==> config.mk <==
export PLATFORM = sky130hd
export DESIGN_NAME = piece_bag_generator
export DESIGN_NICKNAME = d
export VERILOG_FILES = /design/src/rtl/tetris_pkg.sv /design/src/rtl/lfsr_galois.sv /design/src/rtl/piece_bag_generator.sv
export SDC_FILE = /design/constraint.sdc
export NUM_CORES = 1
export LEC_CHECK = 0
export CORE_ASPECT_RATIO = 0.75
export CORE_MARGIN = 2
export CORE_UTILIZATION = 51
export DETAILED_ROUTE_END_ITERATION = 10
export PLACE_DENSITY = 0.77
export SYNTH_ARGS = -nofsm -noshare
export SYNTH_HDL_FRONTEND = slang
export SYNTH_SLANG_ARGS = --single-unit
==> constraint.sdc <==
create_clock -name game_clk -period 4.7 [get_ports game_clk]
set_input_delay 0.47 -clock game_clk [delete_from_list [all_inputs] [get_ports game_clk]]
set_output_delay 0.47 -clock game_clk [all_outputs]
set_load 0.05 [all_outputs]
==> src/rtl/tetris_pkg.sv <==
// Shared Tetris types: piece encoding, bag-generator constants and decode helpers.
package tetris_pkg;

    localparam int PIECE_INDEX_WIDTH = 3;
    localparam int NUM_PIECES        = 7;

    // Feedback mask for x^16+x^14+x^13+x^11+1 in a right-shifting Galois LFSR.
    localparam logic [15:0] LFSR_TAPS_16 = 16'hB400;

    typedef logic [PIECE_INDEX_WIDTH-1:0] piece_index_t;

    typedef enum logic [2:0] {
        HERO           = 3'd0,
        SMASH_BOY      = 3'd1,
        TEEWEE         = 3'd2,
        ORANGE_RICKY   = 3'd3,
        BLUE_RICKY     = 3'd4,
        RHODE_ISLAND_Z = 3'd5,
        CLEVELAND_Z    = 3'd6
    } active_piece_t;

    typedef enum logic {
        ST_FILL  = 1'b0,
        ST_READY = 1'b1
    } bag_state_t;

    // Decode a bag index into the piece type used by the executioner.
    function automatic active_piece_t index_to_piece(piece_index_t idx);
        case (idx)
            3'd0:    return HERO;
            3'd1:    return SMASH_BOY;
            3'd2:    return TEEWEE;
            3'd3:    return ORANGE_RICKY;
            3'd4:    return BLUE_RICKY;
            3'd5:    return RHODE_ISLAND_Z;
            3'd6:    return CLEVELAND_Z;
            default: return HERO;
        endcase
    endfunction

    // Number of set bits in a 7-piece used mask.
    function automatic logic [2:0] count_ones7(logic [NUM_PIECES-1:0] mask);
        logic [2:0] total;
        total = '0;
        for (int i = 0; i < NUM_PIECES; i++) begin
            total = total + {2'b00, mask[i]};
        end
        return total;
    endfunction

endpackage

==> src/rtl/lfsr_galois.sv <==
// Free-running right-shifting Galois LFSR with a soft seed load; zero seeds fall back to SEED.
module lfsr_galois #(
    parameter int               WIDTH = 16,
    parameter logic [WIDTH-1:0] TAPS  = 16'hB400,
    parameter logic [WIDTH-1:0] SEED  = 16'hACE1
) (
    input  logic             clk,
    input  logic             reset_n,
    input  logic             load,
    input  logic [WIDTH-1:0] load_value,
    output logic [WIDTH-1:0] value
);

    // Advance every cycle; a load or reset replaces the state (never with all-zeros).
    always_ff @(posedge clk) begin
        // NOTE: sequential state uses non-blocking assignments so every flop samples pre-edge values.
        if (!reset_n) begin
            value <= SEED;
        end else if (load) begin
            value <= (load_value == '0) ? SEED : load_value;
        end else begin
            value <= (value >> 1) ^ (value[0] ? TAPS : '0);
        end
    end

endmodule

==> src/rtl/piece_bag_generator.sv <==
// 7-bag piece generator: LFSR-seeded draws without replacement feeding a small preview queue.
module piece_bag_generator
    import tetris_pkg::*;
#(
    parameter int                    LFSR_WIDTH    = 16,
    parameter logic [LFSR_WIDTH-1:0] SEED          = 16'hACE1,
    parameter int                    PREVIEW_DEPTH = 3
) (
    input  logic                           game_clk,
    input  logic                           reset_n,
    input  logic                           seed_load,
    input  logic [LFSR_WIDTH-1:0]          seed_value,
    input  logic                           piece_request,
    output logic                           piece_valid,
    output logic [2:0]                     piece_index,
    output active_piece_t                  new_piece,
    output logic [PREVIEW_DEPTH-1:0][2:0]  preview_index,
    output logic [2:0]                     bag_remaining,
    output logic [7:0]                     pieces_dealt
);

    localparam int QUEUE_DEPTH = PREVIEW_DEPTH + 1;
    // Count value at which the current fill draw completes the queue.
    localparam logic [2:0] LAST_FILL = 3'(PREVIEW_DEPTH);
    localparam logic [LFSR_WIDTH-1:0] LFSR_TAPS = LFSR_WIDTH'(LFSR_TAPS_16);

    logic [LFSR_WIDTH-1:0]   lfsr_value;
    bag_state_t              state, next_state;
    logic                    do_fill, do_pop;
    logic [NUM_PIECES-1:0]   used, used_after;
    logic [2:0]              count;
    logic                    valid_q;
    logic [7:0]              dealt;
    piece_index_t            queue_q [QUEUE_DEPTH];

    piece_index_t            draw_start, draw_index, scan_slot;
    logic [3:0]              scan_sum;
    logic                    draw_found;

    lfsr_galois #(
        .WIDTH (LFSR_WIDTH),
        .TAPS  (LFSR_TAPS),
        .SEED  (SEED)
    ) u_lfsr (
        .clk        (game_clk),
        .reset_n    (reset_n),
        .load       (seed_load),
        .load_value (seed_value),
        .value      (lfsr_value)
    );

    // First-free scan from the LFSR start point; the seventh draw of a bag clears the mask.
    always_comb begin
        // NOTE: every combinational output gets a default first so no latch can be inferred.
        draw_start = (lfsr_value[2:0] == 3'd7) ? 3'd0 : lfsr_value[2:0];
        draw_index = draw_start;
        draw_found = 1'b0;
        scan_sum   = '0;
        scan_slot  = '0;
        for (int k = 0; k < NUM_PIECES; k++) begin
            scan_sum  = {1'b0, draw_start} + 4'(k);
            scan_slot = (scan_sum >= 4'd7) ? 3'(scan_sum - 4'd7) : scan_sum[2:0];
            if (!draw_found && !used[scan_slot]) begin
                draw_index = scan_slot;
                draw_found = 1'b1;
            end
        end
        used_after = used | (7'b1 << draw_index);
        if (used_after == 7'h7F) begin
            used_after = '0;
        end
    end

    // FSM state register.
    always_ff @(posedge game_clk) begin
        if (!reset_n) begin
            state <= ST_FILL;
        end else begin
            state <= next_state;
        end
    end

    // Next-state and datapath strobes; a seed load overrides any fill or pop.
    always_comb begin
        next_state = state;
        do_fill    = 1'b0;
        do_pop     = 1'b0;
        case (state)
            ST_FILL: begin
                do_fill = 1'b1;
                if (count == LAST_FILL) begin
                    next_state = ST_READY;
                end
            end
            ST_READY: begin
                do_pop = piece_request;
            end
            default: next_state = ST_FILL;
        endcase
        if (seed_load) begin
            next_state = ST_FILL;
            do_fill    = 1'b0;
            do_pop     = 1'b0;
        end
    end

    // Used mask, queue, fill count, valid flag and dealt counter.
    always_ff @(posedge game_clk) begin
        if (!reset_n) begin
            // NOTE: the queue is a handful of flops, not a RAM, and its zero state is visible on outputs, so it is reset.
            used    <= '0;
            count   <= '0;
            valid_q <= 1'b0;
            dealt   <= '0;
            for (int i = 0; i < QUEUE_DEPTH; i++) begin
                queue_q[i] <= '0;
            end
        end else if (seed_load) begin
            used    <= '0;
            count   <= '0;
            valid_q <= 1'b0;
            for (int i = 0; i < QUEUE_DEPTH; i++) begin
                queue_q[i] <= '0;
            end
        end else begin
            if (do_fill || do_pop) begin
                used <= used_after;
            end
            if (do_fill) begin
                for (int i = 0; i < QUEUE_DEPTH; i++) begin
                    if (count == 3'(i)) begin
                        queue_q[i] <= draw_index;
                    end
                end
                count <= count + 3'd1;
            end
            if (do_pop) begin
                for (int i = 0; i < QUEUE_DEPTH - 1; i++) begin
                    queue_q[i] <= queue_q[i+1];
                end
                queue_q[QUEUE_DEPTH-1] <= draw_index;
                dealt <= dealt + 8'd1;
            end
            valid_q <= (next_state == ST_READY);
        end
    end

    // Output decodes of the registered state.
    always_comb begin
        piece_valid   = valid_q;
        piece_index   = queue_q[0];
        new_piece     = index_to_piece(queue_q[0]);
        bag_remaining = 3'(NUM_PIECES) - count_ones7(used);
        pieces_dealt  = dealt;
        preview_index = '0;
        for (int i = 0; i < PREVIEW_DEPTH; i++) begin
            preview_index[i] = queue_q[i+1];
        end
    end

endmodule
==> results.md <==
- Status: complete, no violations
- Worst Reg-to-Reg Cells: 17
- Net Sw Frac: 0.3875
- Top FF cell, synth: dfxtp_1
- Worst IR Drop VDD: 0.1449 mV
- WP data arrival: 4.71 ns
- Vias: 3968
- ANT cells: 0
- Worst-case clock buffer depth: 2
- Comb power frac: 0.447
- Asr flop ratio synth: 0
- CTS Buf Count: 5
- Most frequent cells in the layout: 46 x clkdlybuf4s50_1, 42 x dfxtp_1, 36 x nor2_1, 33 x buf_4, 31 x nand2_1
- CTS tree: built
- Hold_ws: 0.4741 ns
- Mapped Cells: 476
- Initial antenna violation count: 0
- Post-synthesis register bit count: 48
- Initial core utilization: 0.5282
- Hold Vio Cnt, Final: 0
- Largest net degree at the start of global routing: 32
- Placed cell area: 0.004589 sq mm
- Worst Tran Pin Value: 0.8582 ns
- Clk_lat worst skew: 0.30 ns
- Nets: 573
- Vias in the first global route: 3611
- Iter 0 DRT Violations: 455
- Setup WS post-layout: 0.1811 ns
- Yosys Warn Count: 0
- Final Cycle Share: 0.9615
- Tot GR Track Use: 0.2684
- Die height: 79.64 um
- Clk Tree Root Cell: clkbuf_8
- Rel. slew slack: 0.4261
- Critical Path RT: 4.89 ns
- Mapped Area: 0.003890 sq mm
- Die area: 0.008349 sq mm
- Routed vias/inst: 6.249
- DP HPWL: 8.184 mm
- Pre-CTS setup slack: -0.001898 ns
- Post-synthesis adder-cell area fraction: 0.06883
- Routability Congestion: 1.005
- Period minus WS final: 4.519 ns
- Layout cells sized above 1: 0.1386
- Worst-path clk slew: 0.09 ns
- Hold Path Class: reg -> reg
- Clk network pwr share: 0.200
- Commonest non-fill, non-tap cell in the layout: clkdlybuf4s50_1
- DR DRC count: 0
- Post-synthesis xor/xnor area fraction: 0.03795
- Routed WL per cell: 17.78 um
- WHS Path Cells: 1
- Flop pwr share: 0.354
- Post-route cell area: 0.004771 sq mm
- Count of unique library cells instantiated by Yosys: 76
- F_max: 221.3 MHz
- Net switching power: 0.0005146 W
- Crit end category: register
- H-tree depth: 2
- Power per cell area: 278.3 mW/mm^2
- IO Count: 47
- Largest family of logic cells by synthesized area: compound AO/OA/AOI/OAI gates
- Overall Power: 0.001328 W
- Initial DRT Pass Iterations: 5
- Post-DRT Antenna Nets: 0
- Syn Area/Cell: 8.172 sq um
- Syn nets: 515
- Core area: 0.007365 sq mm
- Final setup viols: 0
- Internal power: 0.0008133 W
- WS Path Type: reg -> reg
- Pleak: 1.845 nW
- Cts hold-fix bufs: 0
- # port buffers: 46
- Area grow syn2layout: 22.64%
- Clock Sinks: 48
- Die width: 104.8 um
- First-pass GRT wire length: 18.04 mm
- Post-synthesis mux area share: 0.07269
- Row cnt: 27
- Post-Synth Simple-Gate Area: 0.2306
- Fin util: 0.6478
- CP max FO: 14
- Worst setup SP type: register
- Fin. max-slew vios: 0
- Aggregate global routing overflow: 0
- Register area share after synthesis: 0.2625
- Filler cells: 637
- Post-synth EDFFs: 6
- Synth Area in Compound Gates: 0.2699
- Max Cap Viol: 0
- Post-Route WL: 11.29 mm
- Clock Skew: 0.005930 ns
-- path summary, 6_finish.rpt --
path,slack (ns),end,startpoint
worst max-delay path,0.18,used[6]$_SDFFE_PP0P_,u_lfsr.value[1]$_SDFF_PN0_
worst min-delay path,0.47,u_lfsr.value[5]$_SDFF_PN1_,u_lfsr.value[6]$_SDFF_PN1_
worst max register to register,0.18,used[6]$_SDFFE_PP0P_,u_lfsr.value[1]$_SDFF_PN0_
worst min register to register,0.47,u_lfsr.value[5]$_SDFF_PN1_,u_lfsr.value[6]$_SDFF_PN1_
-- synthesized netlist by cell type, types with 5 or more instances --
cell | count | share of area
xnor2_1 | 11 | 0.025
nor4_1 | 8 | 0.013
nor2_1 | 36 | 0.035
a211oi_1 | 6 | 0.012
nand2_1 | 31 | 0.030
o22a_1 | 6 | 0.014
o211ai_1 | 8 | 0.015
and2_1 | 12 | 0.019
o21ai_0 | 13 | 0.017
nor2b_1 | 19 | 0.031
inv_1 | 23 | 0.022
mux2i_1 | 26 | 0.067
nor3_1 | 18 | 0.023
nand2b_1 | 13 | 0.021
a21o_1 | 5 | 0.0097
a21oi_1 | 31 | 0.040
edfxtp_1 | 6 | 0.046
buf_2 | 6 | 0.0077
or3_1 | 5 | 0.0080
a21boi_0 | 5 | 0.0097
a22o_1 | 9 | 0.020
nand3_1 | 7 | 0.0090
a31oi_1 | 6 | 0.0097
a22oi_1 | 5 | 0.0097
dfxtp_1 | 42 | 0.22
clkbuf_1 | 20 | 0.019
ha_1 | 15 | 0.048
-- per-layer routing --
metal  global-route usage  routed length, um  vias to the layer above
li1                     -                  -                     1867
met1               0.3829               5168                     1872
met2               0.4097               4887                      201
met3              0.05959               1033                       28
met4              0.06800                201                        0
met5                    0                  0                        -
-- final cells by class --
| type | instances | area (sq um) | area share |
|---|---|---|---|
| timing repair buffer | 80 | 719.4 | 0.1508 |
| inverter | 27 | 103.9 | 0.02177 |
| sequential | 48 | 1021 | 0.2140 |
| tap | 101 | 126.4 | 0.02649 |
| clock buffer | 7 | 96.34 | 0.02019 |
| multi-input combinational | 372 | 2704 | 0.5667 |
-- state kept, by name, summed over array words and instances, names as in the netlist --
name / count
u_lfsr.value: 16
queue_q: 12
pieces_dealt: 8
used: 7
count: 3
piece_valid: 1
state: 1
-- metrics by stage --
stage / TNS (ns) / std cells
6_report: 0 / 635
5_1_grt: -0.1064 / 635
4_1_cts: 0 / 632
3_5_place_dp: -0.001898 / 625
3_3_place_gp: 0 / 625
2_1_floorplan: 0 / 476
-- power groups by stage --
stage                     logic (W)  clock network [W]  registers, W
after floorplan            0.000370                  0      0.000487
after CTS                  0.000563           0.000264      0.000468
after global placement     0.000549                  0      0.000476
final                      0.000593           0.000265      0.000470
after detailed placement   0.000560                  0      0.000477
after global routing       0.000639           0.000284      0.000473
-- kinds of logic (layout without fill, tap and decap cells) --
family | after synthesis | count (layout)
compound gates | 142 | 142
xor+xnor | 16 | 16
fa+ha+maj | 19 | 19
buf+inv | 56 | 114
flops | 48 | 48
mux | 28 | 28
simple gates | 167 | 167
-- timing repair --
item                                    CTS  global route
pin swaps                                 1             3
gates resized for setup                   0            16
buffers inserted                          0             3
endpoints found under the setup margin    4             7
-- critical path, cell delays in order (launching register included) --
cell and delay, ns:
dfxtp_1 0.34, buf_4 0.20, a21boi_4 0.29, inv_2 0.10, fa_2 0.64, mux2i_1 0.09, o211ai_1 0.19, a21oi_1 0.14
a311oi_2 0.29, nand4_2 0.23, a21o_1 0.23, o221a_1 0.28, a2bb2oi_2 0.19, or3b_1 0.37, a211o_1 0.33, nor4_4 0.26
buf_4 0.19, nor3_1 0.06
No activity file was read; power rests on OpenSTA's default activity.
==> RTL change: new RTL, config.mk and constraints unchanged <==
Add an input register stage for `seed_load`, `seed_value` and `piece_request`; this delays them by one clock.
--- a/src/rtl/piece_bag_generator.sv
+++ b/src/rtl/piece_bag_generator.sv
@@ -24,6 +24,16 @@
     localparam logic [2:0] LAST_FILL = 3'(PREVIEW_DEPTH);
     localparam logic [LFSR_WIDTH-1:0] LFSR_TAPS = LFSR_WIDTH'(LFSR_TAPS_16);
 
+    logic seed_load_q;
+    logic [LFSR_WIDTH-1:0] seed_value_q;
+    logic piece_request_q;
+
+    always_ff @(posedge game_clk) begin
+        seed_load_q     <= seed_load;
+        seed_value_q    <= seed_value;
+        piece_request_q <= piece_request;
+    end
+
     logic [LFSR_WIDTH-1:0]   lfsr_value;
     bag_state_t              state, next_state;
     logic                    do_fill, do_pop;
@@ -44,8 +54,8 @@
     ) u_lfsr (
         .clk        (game_clk),
         .reset_n    (reset_n),
-        .load       (seed_load),
-        .load_value (seed_value),
+        .load       (seed_load_q),
+        .load_value (seed_value_q),
         .value      (lfsr_value)
     );
 
@@ -93,11 +103,11 @@
                 end
             end
             ST_READY: begin
-                do_pop = piece_request;
+                do_pop = piece_request_q;
             end
             default: next_state = ST_FILL;
         endcase
-        if (seed_load) begin
+        if (seed_load_q) begin
             next_state = ST_FILL;
             do_fill    = 1'b0;
             do_pop     = 1'b0;
@@ -115,7 +125,7 @@
             for (int i = 0; i < QUEUE_DEPTH; i++) begin
                 queue_q[i] <= '0;
             end
-        end else if (seed_load) begin
+        end else if (seed_load_q) begin
             used    <= '0;
             count   <= '0;
             valid_q <= 1'b0;
Check against the original RTL: not equivalent (Yosys sat finds a counterexample within 4 cycles, from zero or initial values and one cycle with reset_n low).
==> RTL change against the unedited design <==
Design area grew 17%; sequential cell count increased by 18; area after synthesis grew 14%; sequential power rose by 38%; total power grew 45%; critical path depth is 1 higher; worst setup slack better by 0.036 ns; wire length rose by 14%.
==> RTL change: results <==
export IMPL_place_hpwl_um=9200
export IMPL_ir_worst_vdd_v=0.000332
export IMPL_power_switching_mw=0.639
export IMPL_placement_setup_worst_slack_ns=-0.0439
export IMPL_outcome="complete, no violations"
export IMPL_met1Wirelength_um=6060
export IMPL_pwr_share_clk_pct=33.0
export IMPL_power_mw=1.93
export IMPL_place_gp_congestion=0.992
export IMPL_htreeDepth=3
export IMPL_worst_pin_slew_ns=0.815
export IMPL_grt_max_degree=31
export IMPL_route_met2_wl_um=5740
export IMPL_ys_types=80
export IMPL_cts_buffers=9
export IMPL_p_leak_nw=2.15
export IMPL_cts_setup_buffers=1
export IMPL_met3_length_um=906
export IMPL_powerComb_mw=0.645
export IMPL_crit_arrival_ns=4.69
export IMPL_endpoint="used[1]$_SDFFE_PP0P_"
export IMPL_routed_wl_um=12800
export IMPL_fin_crit_sh_pct=95.4
export IMPL_yosysSeqAreaShare_pct=31.1
export IMPL_hold_start="u_lfsr.value[12]$_SDFF_PN0_"
export IMPL_whs_ns=0.458
export IMPL_grt_usage_pct=27.7
export IMPL_ys_top_cells_by_count="dfxtp_1, a21oi_1, o21ai_0"
export IMPL_wl_per_cell_um=18.9
export IMPL_grt_pass1_wl_um=21000
export IMPL_met3_usage_pct=5.86
export IMPL_clk_latency_ns=0.32
export IMPL_rr_worst_depth=18
export IMPL_met2_usage_pct=44.1
export IMPL_cts_resized=4
export IMPL_syn_nets=547
export IMPL_synth_area_per_cell_um2=8.76
export IMPL_via_per_inst=6.12
export IMPL_clk_pin_slew_ns=0.05
export IMPL_root_buffer="clkbuf_16"
export IMPL_final_layout_size_suffix_gt1_share_pct=18.5
export IMPL_cp_slowest_stage_delay_ns=0.45
export IMPL_slowest_stage="fa_1"
export IMPL_drt_iter0_drc=453
export IMPL_worstPathMaxFanout=15
RTL change: changes by cell type in the layout (fill, tap and decap cells not counted), sizes merged, moves of 4 or more:
cell	unedited run	this run
dfxtp	42	60
nand2b	13	9
a311oi	5	1
nor2	36	27
o211a	0	4
o21ai	15	31
nand3	7	14
a22o	9	0
a211oi	6	1
clkbuf	7	14
or2	0	9
RTL change: layout make-up:
class	count	area (µm²)	area share, %
sequential	66	1380	24.8
inverter	28	105	1.88
tap	108	135	2.42
clock inverter	1	5.00	0.0896
timing repair buffer	82	751	13.4
multi-input combinational	382	2920	52.3
clock buffer	14	287	5.13
RTL change: cell families (layout without fill, tap and decap cells):
logic type / Yosys count / count (layout) / synth area share, %
multiplexers: 33 / 33 / 8.27
adder cells (fa/ha/maj): 19 / 19 / 6.02
flip-flops: 66 / 66 / 31.1
AO/OA/AOI/OAI: 151 / 151 / 25.0
XOR/XNOR: 15 / 15 / 3.38
AND/OR/NAND/NOR: 164 / 164 / 20.3
buffers and inverters: 60 / 125 / 5.99
